### config.mk
export PLATFORM = sky130hd
export DESIGN_NAME = adc_xyz_scheduler
export DESIGN_NICKNAME = d
export VERILOG_FILES = /design/src/rtl/adc_xyz_scheduler.sv
export SDC_FILE = /design/constraint.sdc
export NUM_CORES = 1
export LEC_CHECK = 0
export CORE_MARGIN = 3
export CORE_UTILIZATION = 52
export DETAILED_ROUTE_END_ITERATION = 10
export PLACE_DENSITY = 0.87
export SLEW_MARGIN = 20
export SYNTH_ARGS = -nofsm -noshare
export SYNTH_HDL_FRONTEND = slang
export SYNTH_SLANG_ARGS = --single-unit
### constraint.sdc
create_clock -name clk -period 3.74 [get_ports clk]
set_clock_uncertainty 0.2 [all_clocks]
set_input_delay 0.748 -clock clk [delete_from_list [all_inputs] [get_ports clk]]
set_output_delay 0.748 -clock clk [all_outputs]
set_load 0.05 [all_outputs]
### src/rtl/adc_xyz_scheduler.sv
// Time-multiplexes one ADC front-end across the x, y and z axes and publishes one
// coordinate frame per PERIOD cycles. Build option: ADC_AVG_EN (two conversions per axis, averaged).
module adc_xyz_scheduler #(
  parameter int DATA_W  = 12,
  parameter int PERIOD  = 1000,
  parameter int TIMEOUT = 255
) (
  input  logic              clk,
  input  logic              reset,
  input  logic              ena,
  output logic              adc_start,
  output logic              adc_cs0,
  output logic              adc_cs1,
  output logic              adc_ch_sel,
  input  logic              adc_done,
  input  logic [DATA_W-1:0] adc_data,
  output logic [DATA_W-1:0] x_out,
  output logic [DATA_W-1:0] y_out,
  output logic [DATA_W-1:0] z_out,
  output logic              frame_valid,
  output logic              timeout_err,
  output logic              overrun
);

  localparam int CNT_W  = $clog2(PERIOD);
  localparam int WAIT_W = $clog2(TIMEOUT + 1);
  localparam logic [CNT_W-1:0]  CNT_LAST  = CNT_W'(PERIOD - 1);
  localparam logic [WAIT_W-1:0] WAIT_LAST = WAIT_W'(TIMEOUT - 1);

  typedef enum logic [1:0] {IDLE, START, WAIT_DONE, DONE} state_t;
  typedef enum logic [1:0] {AXIS_X, AXIS_Y, AXIS_Z} axis_t;

  state_t            state;
  state_t            next_state;
  axis_t             axis;
  axis_t             next_axis;
  logic [CNT_W-1:0]  period_cnt;
  logic [WAIT_W-1:0] wait_cnt;
  logic              tick;
  logic              conv_ok;
  logic              conv_timeout;
  logic              conv_end;
  logic              axis_finished;
  logic [DATA_W-1:0] result;

  assign tick         = ena && (period_cnt == CNT_LAST);
  assign conv_ok      = (state == WAIT_DONE) && adc_done;
  assign conv_timeout = (state == WAIT_DONE) && !adc_done && (wait_cnt == WAIT_LAST);
  assign conv_end     = conv_ok || conv_timeout;

`ifdef ADC_AVG_EN
  logic              second;
  logic [DATA_W-1:0] first_sample;
  logic [DATA_W:0]   sum;

  // A timeout on the first conversion abandons the axis instead of trying again.
  assign sum           = {1'b0, first_sample} + {1'b0, adc_data};
  assign result        = DATA_W'(sum >> 1);
  assign axis_finished = second || conv_timeout;

  always_ff @(posedge clk) begin
    if (reset) begin
      second       <= 1'b0;
      first_sample <= '0;
    end else if (conv_end) begin
      if (conv_ok && !second) begin
        first_sample <= adc_data;
        second       <= 1'b1;
      end else begin
        second <= 1'b0;
      end
    end
  end
`else
  assign result        = adc_data;
  assign axis_finished = 1'b1;
`endif

  always_comb begin
    case (axis)
      AXIS_X:  next_axis = AXIS_Y;
      AXIS_Y:  next_axis = AXIS_Z;
      default: next_axis = AXIS_X;
    endcase
  end

  always_comb begin
    // NOTE: every signal gets a default first so no path through the case can infer a latch.
    next_state  = state;
    adc_start   = 1'b0;
    adc_cs0     = 1'b0;
    adc_cs1     = 1'b0;
    adc_ch_sel  = 1'b0;
    frame_valid = 1'b0;
    overrun     = tick && (state != IDLE);
    case (state)
      IDLE: if (tick) next_state = START;
      START: begin
        adc_start  = 1'b1;
        next_state = WAIT_DONE;
      end
      WAIT_DONE: begin
        if (conv_end) next_state = (axis_finished && axis == AXIS_Z) ? DONE : START;
      end
      DONE: begin
        frame_valid = 1'b1;
        next_state  = IDLE;
      end
      default: next_state = IDLE;
    endcase
    if (state == START || state == WAIT_DONE) begin
      case (axis)
        AXIS_X: adc_cs0 = 1'b1;
        AXIS_Y: begin
          adc_cs0    = 1'b1;
          adc_ch_sel = 1'b1;
        end
        AXIS_Z:  adc_cs1 = 1'b1;
        default: ;
      endcase
    end
  end

  // NOTE: state elements use non-blocking assignments so every flop samples pre-edge values.
  always_ff @(posedge clk) begin
    if (reset) begin
      state       <= IDLE;
      axis        <= AXIS_X;
      period_cnt  <= '0;
      wait_cnt    <= '0;
      x_out       <= '0;
      y_out       <= '0;
      z_out       <= '0;
      timeout_err <= 1'b0;
    end else begin
      state <= next_state;

      if (!ena || tick) period_cnt <= '0;
      else              period_cnt <= period_cnt + 1'b1;

      if (state == START)          wait_cnt <= '0;
      else if (state == WAIT_DONE) wait_cnt <= wait_cnt + 1'b1;

      if (state == IDLE && tick) begin
        axis        <= AXIS_X;
        timeout_err <= 1'b0;
      end
      if (conv_timeout) timeout_err <= 1'b1;
      if (conv_end && axis_finished) axis <= next_axis;

      if (conv_ok && axis_finished) begin
        case (axis)
          AXIS_X:  x_out <= result;
          AXIS_Y:  y_out <= result;
          default: z_out <= result;
        endcase
      end
    end
  end

endmodule

## Yosys cells after proc, flatten, opt, wreduce, memory -nomap -nowiden

Index checks and enable logic that the tools add are counted.
Widths: inputs -> output; s select.

- Flip-flop bits (word level): 59
- Bits of input ports: 16
- Output and inout port bits: 43
- Logic and storage cells: 60

- Add/sub/neg operators: 2
- Equal/unequal tests: 9
- Mux-type cells: 17
- Bitwise logic cells: 1
- Reductions and logical operators: 23

Operators with widths:

| operator | count |
|---|---|
| $add 10x1->10 const B | 1 |
| $eq 10x10->1 const B | 1 |
| $mux 1 | 10 |
| $mux 2 | 5 |
| $add 8x1->8 const B | 1 |
| $eq 8x8->1 const B | 1 |
| $pmux 2 s4 | 1 |
| $reduce_and 2->1 | 4 |
| $eq 2x2->1 const B | 3 |
| $logic_and 1x1->1 | 6 |
| $reduce_bool 2->1 | 3 |
| $reduce_or 2->1 | 3 |
| $eq 2x1->1 const B | 2 |
| $logic_not 2->1 | 2 |
| $ne 2x2->1 const B | 2 |
| $pmux 2 s2 | 1 |
| $logic_or 1x1->1 | 3 |
| $logic_not 1->1 | 2 |
| $not 1->1 | 1 |

## Longest topological paths before layout

Gate-level depths: netlist of the first run.

- Depth after elaboration: 6
- Gate-level depth with buffers: 7
- Gate-level depth less buffers: 6

## Worst setup path before layout of the first run

Ideal clock, no wire load.

- Path type: input to output
- From: in ena
- To: out overrun
- Arrival time: 2.335 ns
- Data required time: 2.792 ns
- Setup slack: 0.457 ns
- Stages on the path: 2
- Buffers on the path: 0
- Cell sequence: nand4_1 nor4_1

- Longest elaborated chain between the ends: 2

RTL lines:

| element | RTL line | RTL |
|---|---|---|
| start: declaration | 10 | `input logic ena,` |
| $logic_and 1x1->1 | 46 | `assign tick = ena && (period_cnt == CNT_LAST);` |
| $logic_and 1x1->1 | 95 | `overrun = tick && (state != IDLE);` |
| end: declaration | 22 | `output logic overrun` |

No other way between the ends.

## Worst setup path after layout of the first run

- From: reg state[1]
- To: out adc_cs1

- Longest elaborated chain between the ends: 3
- Elaborated cells between the ends (all ways): 4
- Those cells by class: eq/ne (2); mux (1); reduce/logical (1)

RTL lines:

| element | RTL line | RTL |
|---|---|---|
| start: declaration | 33 | `state_t state;` |
| start signal: assignment | 136 | `state <= next_state;` |
| $eq 2x1->1 or $eq 2x2->1 (tied branches) | 111 | `if (state == START \|\| state == WAIT_DONE) begin` |
| $logic_or 1x1->1 (*) | 111 |  |
| $mux 1 (*) | 111 |  |
| end: declaration | 13 | `output logic adc_cs1,` |

Mark *: on every way between the ends. The rest lies on a longest branch, timed or not.

==> results of run 1 <==
[worst max-delay path, delay by kind of cell (launching register included)]
kind	cells	cell delay (ns)
and+or+nand+nor	1	0.16
buffers and inverters	2	0.92
DFF	1	0.41
adders and majority gates	1	0.31
[per-layer routing]
metal | vias to the layer above | global-route usage
met2 | 89 | 0.326
met4 | 0 | 0.133
met5 | - | 0
li1 | 1091 | -
met3 | 21 | 0.0725
met1 | 991 | 0.267
[logic make-up (layout without fill, tap and decap cells)]
kind of cell | count (synthesis) | after routing | share of synthesized area
and+or+nand+nor | 131 | 131 | 0.246
AOI/OAI and AO/OA | 59 | 59 | 0.144
DFF | 59 | 59 | 0.493
buffers and inverters | 21 | 84 | 0.0355
xor gates and xnor gates | 11 | 11 | 0.0402
adders and majority gates | 8 | 8 | 0.0418
[sequential cells by signal, indices dropped and copies added, names as in the netlist]
register / cells
x_out: 12
y_out: 12
period_cnt: 10
z_out: 12
state: 2
wait_cnt: 8
timeout_err: 1
axis: 2
[metrics by stage]
step,setup WS [ns],utilization
after global routing,0.541,0.723
after floorplan,0.457,-
after global placement,0.864,0.679
final,0.668,0.723
after detailed placement,0.875,0.679
after CTS,0.659,0.723
[cell type report]
| class | count | area, µm² |
|---|---|---|
| Clock buffer | 11 | 141 |
| Clock inverter | 5 | 52.6 |
| Fill cell | 353 | 1220 |
| Inverter | 8 | 30.0 |
| Multi-Input combinational cell | 209 | 1130 |
| Sequential cell | 59 | 1180 |
| Tap cell | 52 | 65.1 |
| Timing Repair Buffer | 60 | 593 |
[synthesized netlist by cell type]
library cell | number | share of area
nand2_1 | 81 | 0.13
dfxtp_1 | 59 | 0.49
a21oi_1 | 41 | 0.086
nor2_1 | 18 | 0.028
clkbuf_1 | 8 | 0.013
ha_1 | 8 | 0.042
inv_1 | 8 | 0.013
nand4_1 | 8 | 0.021
o21ai_0 | 8 | 0.017
xor2_1 | 8 | 0.029
nand3_1 | 6 | 0.013
or3_1 | 6 | 0.016
buf_2 | 5 | 0.010
and3_1 | 3 | 0.0078
xnor2_1 | 3 | 0.011
nor3_1 | 2 | 0.0042
o311a_1 | 2 | 0.0084
o32ai_1 | 2 | 0.0073
or2_2 | 2 | 0.0052
a211oi_1 | 1 | 0.0031
a21bo_2 | 1 | 0.0042
a22o_1 | 1 | 0.0037
and4_2 | 1 | 0.0042
nand2b_1 | 1 | 0.0026
nand4bb_4 | 1 | 0.011
nor3b_1 | 1 | 0.0031
nor4_1 | 1 | 0.0026
o211a_1 | 1 | 0.0042
o311ai_2 | 1 | 0.0068
o31a_1 | 1 | 0.0037
[final timing paths]
check / startpoint / endpoint / cells past startpoint
setup / recovery: state[1] / adc_cs1 / 4
hold / removal: z_out[2] / z_out[2] / 2
setup reg to reg: state[0] / y_out[5] / 6
hold reg to reg: z_out[2] / z_out[2] / 2
[where the power goes]
part           leakage, µW  switching (µW)  total [µW]  internal, µW
Sequential        0.000475            1.23         631           629
Combinational     0.000508            21.4        38.8          17.5
Clock            0.0000991             241         563           322
Total              0.00108             264        1230           969
==> results by group, run 1 <==
Outcome
  – Outcome: finished clean

Power and ir drop
  – Tot Pwr: 1230 µW
  – Maximum VDD drop: 0.000300 V
  – Power Density: between 300 and 400 mW/mm²
  – Leak: 0.00108 µW

Drt
  – Drt total wl: 5530 µm
  – Metal2 WL: 2490 µm
  – WL met1: 2380 µm
  – Max Used Layer: met4
  – DR WL met3: between 400 and 500 µm
  – Remaining antenna violation count after routing: 0
  – Drt first pass iters: 4
  – Detailed Route Iter0 Violations: between 150 and 200
  – DRC: 0
  – DR vias/cell: approximately 5.4
  – Via count: 2192
  – Routed len/inst: 13.7 µm

Floorplanning
  – Number of I/O pins: 59
  – Die area: roughly 0.0055 mm²
  – Die H: 73.9 µm
  – Cell Rows: 24
  – Horiz. Die Dim: 73.9 µm
  – Core area: ~0.0044 mm²
  – Starting Density: 0.543

Timing
  – Final Hold Fails: 0
  – Max Slew Vio Count: 0
  – Slew HR: 0.523
  – Fin crit period: 3.07 ns
  – Fmax: 326 MHz
  – Hold_ws: 0.254 ns
  – Final period utilization: 0.821
  – Final Setup Violations: 0
  – Worst-margin pin slew: 0.712 ns
  – Unrepaired setup endpoints after global routing: false
  – Fin Setup TNS: 0 ns

Global routing
  – Largest net degree at the start of global routing: between 40 and 50
  – Grt total ovfl: 0
  – Vias in the first global route: between 1.5k and 2k
  – First-pass GRT wire length: 8910 µm
  – Initial antenna violation count: 0
  – Total GRT Usage: 0.217

Synth
  – Post-Syn Instances: just under 300
  – Syn Area/Cell: a little over 8 µm²
  – Sequential fraction of the synthesis area: 0.493
  – Post-synthesis cell type count: 30
  – Syn Std Cell Area: ~0.0024 mm²
  – Yosys reg bits: 59
  – Synthesis Warnings: 0
  – Syn nets: approximately 310

Setup path
  – CP max stage cell: clkdlybuf4s50_1
  – CP Capture Type: output pin
  – Crit path DAT: 2.12 ns
  – Largest fanout on the critical path: 5
  – Crit Path Category: reg -> out
  – FF-to-FF setup slack: 1.42 ns
  – CP required: roughly 2.8 ns
  – Crit start category: flip-flop
  – Largest stage delay, worst path: 0.80 ns
  – Critical path, cell by cell: inv_1 -> ha_1 -> and3_1 -> clkdlybuf4s50_1

Job
  – Total of max-cap violations: 0

Clock tree
  – Clock Sink Count: approximately 60
  – H-tree depth: 3
  – Number of CTS-inserted buffers: 9
  – Clock-pin slew on the worst setup and hold paths: 0.07 ns
  – Setup bufs post-CTS: 0
  – CTS tree: built
  – Post-cts repair resize count: 0
  – Clock tree buffer depth: 2
  – Worst-Skew Late Latency: 0.33 ns
  – Hold-fix buffers, CTS: 0
  – Clk root buf: clkbuf_8

Placement
  – Gpl congestion: 0.865
  – Placed Cells: around 390
  – DP Area: 0.00300 mm²
  – DP Wirelength: 4040 µm
  – Buffers on Ports: 58

Finish
  – Most common cell after layout, fill and taps aside: nand2_1
  – Share of layout cells above drive strength 1: 0.0682
  – Most frequent cells in the layout: nand2_1 (81), dfxtp_1 (59), clkdlybuf4s50_1 (57)
  – Ant diodes: 0
  – Fin cells: 404
  – Design area: approximately 0.0032 mm²
  – Nets: 371
  – Layout Area Growth over Synthesis: 33.3%

Min path
  – Hold Path Class: reg -> reg
Power figures use the tool's default switching activity.
==> run 2, diff against run 1 <==
--- a/config.mk
+++ b/config.mk
@@ -6,9 +6,9 @@
 export NUM_CORES = 1
 export LEC_CHECK = 0
 export CORE_MARGIN = 3
-export CORE_UTILIZATION = 52
+export CORE_UTILIZATION = 49
 export DETAILED_ROUTE_END_ITERATION = 10
-export PLACE_DENSITY = 0.87
+export PLACE_DENSITY = 0.82
 export SLEW_MARGIN = 20
 export SYNTH_ARGS = -nofsm -noshare
 export SYNTH_HDL_FRONTEND = slang
==> constraint.sdc (replaced) <==
create_clock -name clk -period 3 [get_ports clk]
set_clock_uncertainty 0.2 [all_clocks]
set_input_delay 0.6 -clock clk [delete_from_list [all_inputs] [get_ports clk]]
set_output_delay 0.6 -clock clk [all_outputs]
set_load 0.05 [all_outputs]
==> run 2 against run 1 <==
Effect of this change: register-to-register slack worse by 0.62 ns; critical path type is now in -> out; cell count increased by 3.7%; global-route usage fell by 1.3 points; critical path depth did not move; cell area increased by 1.8%; clock power increased by 25%; clock-buffer cell count stayed put; first-iteration DRC count fell by 47%; worst setup slack worse by 0.26 ns; power increased by 25%; combinational power up 27%; sequential share of layout area shrank 0.66 points.
==> results by group, run 2 (synthesis results as in run 1) <==
Clock tree
  – Clock tree buffer depth: 2
  – H-tree depth: 3
  – CTS tree: built
  – Number of CTS-inserted buffers: 9
  – Clk root buf: clkbuf_8
  – Worst-Skew Late Latency: 0.33 ns
  – Clock-pin slew on the worst setup and hold paths: about 0.06 ns
  – Clock Sink Count: 59
  – Hold-fix buffers, CTS: 0

Min path
  – Hold endpoint: x_out[6]
  – Hold Path Stages: 2
  – Hold Path Class: reg -> reg
  – Min-delay src: x_out[6]

Setup path
  – CP Capture Type: output pin
  – Largest fanout on the critical path: 3
  – Crit Path Category: in -> out
  – Crit start category: input pin
  – Crit path DAT: 1.79 ns
  – Worst R2R End: x_out[8]
  – R2r startpoint: state[0]
  – FF-to-FF setup slack: 0.80 ns
  – R2R depth: 6
  – CP required: 2.20 ns

Floorplanning
  – Core area: 0.00453 mm²
  – Die area: 0.00576 mm²
  – Die H: 75.9 µm
  – Number of I/O pins: 59
  – Cell Rows: 24
  – Starting Density: 0.528
  – Horiz. Die Dim: 75.9 µm

Timing
  – Slew HR: 0.541
  – Unrepaired setup endpoints after global routing: false
  – Final Setup Violations: 0
  – Final period utilization: 0.863
  – Final Hold Fails: 0
  – Max Slew Vio Count: 0
  – Fin crit period: 2.59 ns
  – Fin Setup TNS: 0 ns
  – Fmax: 386 MHz
  – Worst-margin pin slew: 0.688 ns
  – Hold_ws: ~0.25 ns

Finish
  – Filler Cell Count: between 300 and 400
  – Most common cell after layout, fill and taps aside: nand2_1
  – Layout Area Growth over Synthesis: 35.7%
  – Biggest regs: x_out: 12 flops, y_out: 12 flops, z_out: 12 flops
  – Final Util: 0.717
  – Nets: 373
  – Fin cells: 419
  – Ant diodes: 0
  – Share of layout cells above drive strength 1: 0.0763
  – Most frequent cells in the layout: nand2_1 (81), dfxtp_1 (59), clkdlybuf4s50_1 (54)

Drt
  – DR vias/cell: 5.22
  – Drt total wl: 5780 µm
  – Remaining antenna violation count after routing: 0
  – Detailed Route Iter0 Violations: 97
  – Drt first pass iters: 5
  – Via count: around 2.2k
  – Routed len/inst: 13.8 µm
  – DRC: 0

Power and ir drop
  – Power Density: ~470 mW/mm²
  – Maximum VDD drop: 0.000363 V
  – Leak: 0.00115 µW

Global routing
  – Initial antenna violation count: 0
  – Largest net degree at the start of global routing: 24
  – First-pass GRT wire length: about 9400 µm
  – Grt total ovfl: 0
  – Vias in the first global route: 1983
  – Total GRT Usage: 0.204

Placement
  – Placed Cells: 403
  – DP Wirelength: 4120 µm
  – Buffers on Ports: 58
  – Gpl congestion: 0.829

Job
  – Total of max-cap violations: 0

Outcome
  – Outcome: finished clean
-- run 2: worst max path at each step --
stage	start	to	cells past startpoint
6_report	ena	overrun	4
5_1_grt	period_cnt[0]	overrun	4
4_1_cts	state[1]	adc_cs1	4
3_5_place_dp	state[1]	adc_cs1	4
3_3_place_gp	ena	overrun	4
2_1_floorplan	period_cnt[0]	overrun	3
-- run 2: final cells by class --
type / instances / area [µm²] / share of cell area
Inverter: 8 / 30.0 / 0.00924
Clock buffer: 11 / 141 / 0.0435
Multi-Input combinational cell: 209 / 1130 / 0.349
Clock inverter: 5 / 52.6 / 0.0162
Sequential cell: 59 / 1180 / 0.363
Tap cell: 65 / 81.3 / 0.0250
Timing Repair Buffer: 62 / 628 / 0.193
-- run 2: metrics by stage --
stage	power (µW)	worst slack, ns	area (µm²)
floorplan	818	0.488	2400
global placement	852	0.450	3050
detailed placement	852	0.415	3050
CTS	1550	0.0463	3240
global route	1590	0.313	3250
finish	1540	0.410	3250
-- run 2: power breakdown --
part / internal (µW) / leakage (µW) / switching, µW
combinational: 22.6 / 0.000577 / 26.6
sequential: 785 / 0.000475 / 1.73
clock: 402 / 0.0000991 / 300
total: 1210 / 0.00115 / 329
-- run 2: routing by layer --
| metal | GRT usage | vias to the layer above | share of wire |
|---|---|---|---|
| met2 | 0.328 | 52 | 0.49 |
| met4 | 0.0978 | 0 | 0.013 |
| met1 | 0.261 | 1027 | 0.45 |
| met5 | 0 | - | 0 |
| met3 | 0.0450 | 7 | 0.047 |
| li1 | - | 1102 | - |
-- run 2: worst max-delay path, stage by stage --
cell and delay (ns):
clkdlybuf4s50_1 0.50, nand4_1 0.19, nor4_2 0.30, buf_12 0.19
-- run 2: timing repair --
action,CTS,global route
setup endpoints to repair,0,3
buffers inserted,0,0
resized for setup,0,3
hold endpoints to repair,0,0
==> run 3, diff against run 2 <==
--- a/config.mk
+++ b/config.mk
@@ -8,7 +8,8 @@
 export CORE_MARGIN = 3
 export CORE_UTILIZATION = 49
 export DETAILED_ROUTE_END_ITERATION = 10
-export PLACE_DENSITY = 0.82
+export GPL_TIMING_DRIVEN = 1
+export PLACE_DENSITY = 0.83
 export SLEW_MARGIN = 20
 export SYNTH_ARGS = -nofsm -noshare
 export SYNTH_HDL_FRONTEND = slang
==> run 3 against run 2 <==
Effect of this change: non-clock buffer count fell by 1; routed wire length fell by 2.5%; sequential cell count did not move; clock-buffer cell count did not move; largest power group unchanged; first-iteration DRC count rose by 40%.
==> results by group, run 3 (synthesis results as in run 1) <==
Clock tree
  – Number of CTS-inserted buffers: 9
  – Clock-pin slew on the worst setup and hold paths: 0.06 ns
  – Clock Sink Count: slightly below 60
  – Worst-Skew Late Latency: 0.33 ns
  – Clk root buf: clkbuf_8
  – H-tree depth: 3
  – Clock tree buffer depth: 2
  – CTS tree: built

Timing
  – Worst-margin pin slew: between 0.7 and 0.8 ns
  – Max Slew Vio Count: 0
  – Final Setup Violations: 0
  – Fin Setup TNS: 0 ns
  – Fin crit period: 2.90 ns
  – Slew HR: 0.527
  – Final period utilization: 0.965
  – Unrepaired setup endpoints after global routing: false
  – Final Hold Fails: 0
  – Fmax: 345 MHz

Finish
  – Design area: 0.00324 mm²
  – Nets: 372
  – Most frequent cells in the layout: nand2_1 (81), dfxtp_1 (59), clkdlybuf4s50_1 (55)
  – Layout Area Growth over Synthesis: 35.3%
  – Biggest regs: x_out: 12 flops, y_out: 12 flops, z_out: 12 flops
  – Filler Cell Count: 359
  – Ant diodes: 0
  – Most common cell after layout, fill and taps aside: nand2_1
  – Share of layout cells above drive strength 1: 0.0737

Setup path
  – Crit start category: flip-flop
  – Largest stage delay, worst path: 0.80 ns
  – CP Capture Type: output pin
  – Critical path, cell by cell: inv_1 -> ha_1 -> and3_1 -> clkdlybuf4s50_1
  – Crit path DAT: 2.10 ns
  – CP max stage cell: clkdlybuf4s50_1
  – Crit Path Category: reg -> out
  – Largest fanout on the critical path: 5
  – CP required: roughly 2.2 ns

Power and ir drop
  – Pint: 1210 µW
  – Leak: about 0.0011 µW
  – Gate power share: 0.032
  – Switch Pwr: around 320 µW
  – Seq pwr share: 0.514
  – Maximum VDD drop: 0.000336 V
  – Tot Pwr: 1530 µW
  – Switch share: 0.210
  – Power Density: 472 mW/mm²
  – Clock power share: 0.454

Global routing
  – Grt total ovfl: 0
  – Largest net degree at the start of global routing: 37
  – Vias in the first global route: between 1.5k and 2k
  – Total GRT Usage: 0.204
  – Initial antenna violation count: 0
  – First-pass GRT wire length: 9490 µm

Floorplanning
  – Die area: 0.00576 mm²
  – Number of I/O pins: 59
  – Core area: 0.00453 mm²
  – Horiz. Die Dim: 75.9 µm
  – Die H: 75.9 µm
  – Cell Rows: 24
  – Starting Density: 0.528

Min path
  – Hold Path Class: reg -> reg

Placement
  – Gpl congestion: 0.812
  – Buffers on Ports: 58
  – DP Area: between 0.003 and 0.004 mm²
  – DP Wirelength: 4010 µm

Drt
  – Drt total wl: 5630 µm
  – DRC: 0
  – Via count: 2139
  – Remaining antenna violation count after routing: 0
  – DR vias/cell: slightly above 5
  – Detailed Route Iter0 Violations: ~140
  – Drt first pass iters: 4
  – Routed len/inst: 13.5 µm

Outcome
  – Outcome: finished clean

Job
  – Total of max-cap violations: 0
-- run 3: repair_timing --
action,in CTS,in global routing
resized for setup,0,2
setup endpoints to repair,0,2
hold buffers,0,0
setup buffers,0,0
-- run 3: metrics by stage --
step                      hold slack, ns  setup slack [ns]   util  cells
final                              0.253             0.104  0.714    418
after global routing               0.273           0.00640  0.714    418
after CTS                          0.254             0.106  0.713    418
after detailed placement           0.246             0.448  0.671    402
after global placement             0.241             0.455  0.671    402
after floorplan                    0.241             0.488      -    289
-- run 3: final cells by class --
type	instances	area, µm²	area share
Multi-Input combinational cell	209	1130	0.350
Tap cell	65	81.3	0.0251
Inverter	8	30.0	0.00927
Timing Repair Buffer	61	618	0.191
Clock inverter	5	52.6	0.0162
Sequential cell	59	1180	0.365
Clock buffer	11	141	0.0436
-- run 3: power groups by stage --
| stage | Sequential (µW) | Clock, µW | Combinational (µW) |
|---|---|---|---|
| detailed placement | 804 | 0 | 47.3 |
| finish | 786 | 695 | 48.2 |
| global route | 786 | 746 | 51.9 |
| CTS | 786 | 710 | 47.7 |
| global placement | 804 | 0 | 47.6 |
| floorplan | 803 | 0 | 15.0 |
-- run 3: worst max-delay path, delay by kind of cell (launching register included) --
kind / cells / cell delay [ns]
fa+ha+maj: 1 / 0.30
buf+inv: 2 / 0.92
flops: 1 / 0.40
simple gates: 1 / 0.15
-- run 3: worst paths after layout --
kind                            slack, ns  depth (start not counted)        to     start
worst min-delay path                 0.25                          2  x_out[7]  x_out[7]
worst max register to register       0.77                          6  x_out[8]  state[0]
worst max-delay path                 0.10                          4   adc_cs1  state[1]
worst min register to register       0.25                          2  x_out[7]  x_out[7]
-- run 3: routing by layer --
metal | wire length [µm] | global-route usage | vias up
met5 | 0 | 0 | -
met3 | 395 | 0.0723 | 6
met2 | 2770 | 0.334 | 66
met1 | 2420 | 0.254 | 974
met4 | 56 | 0.0580 | 0
li1 | - | - | 1093
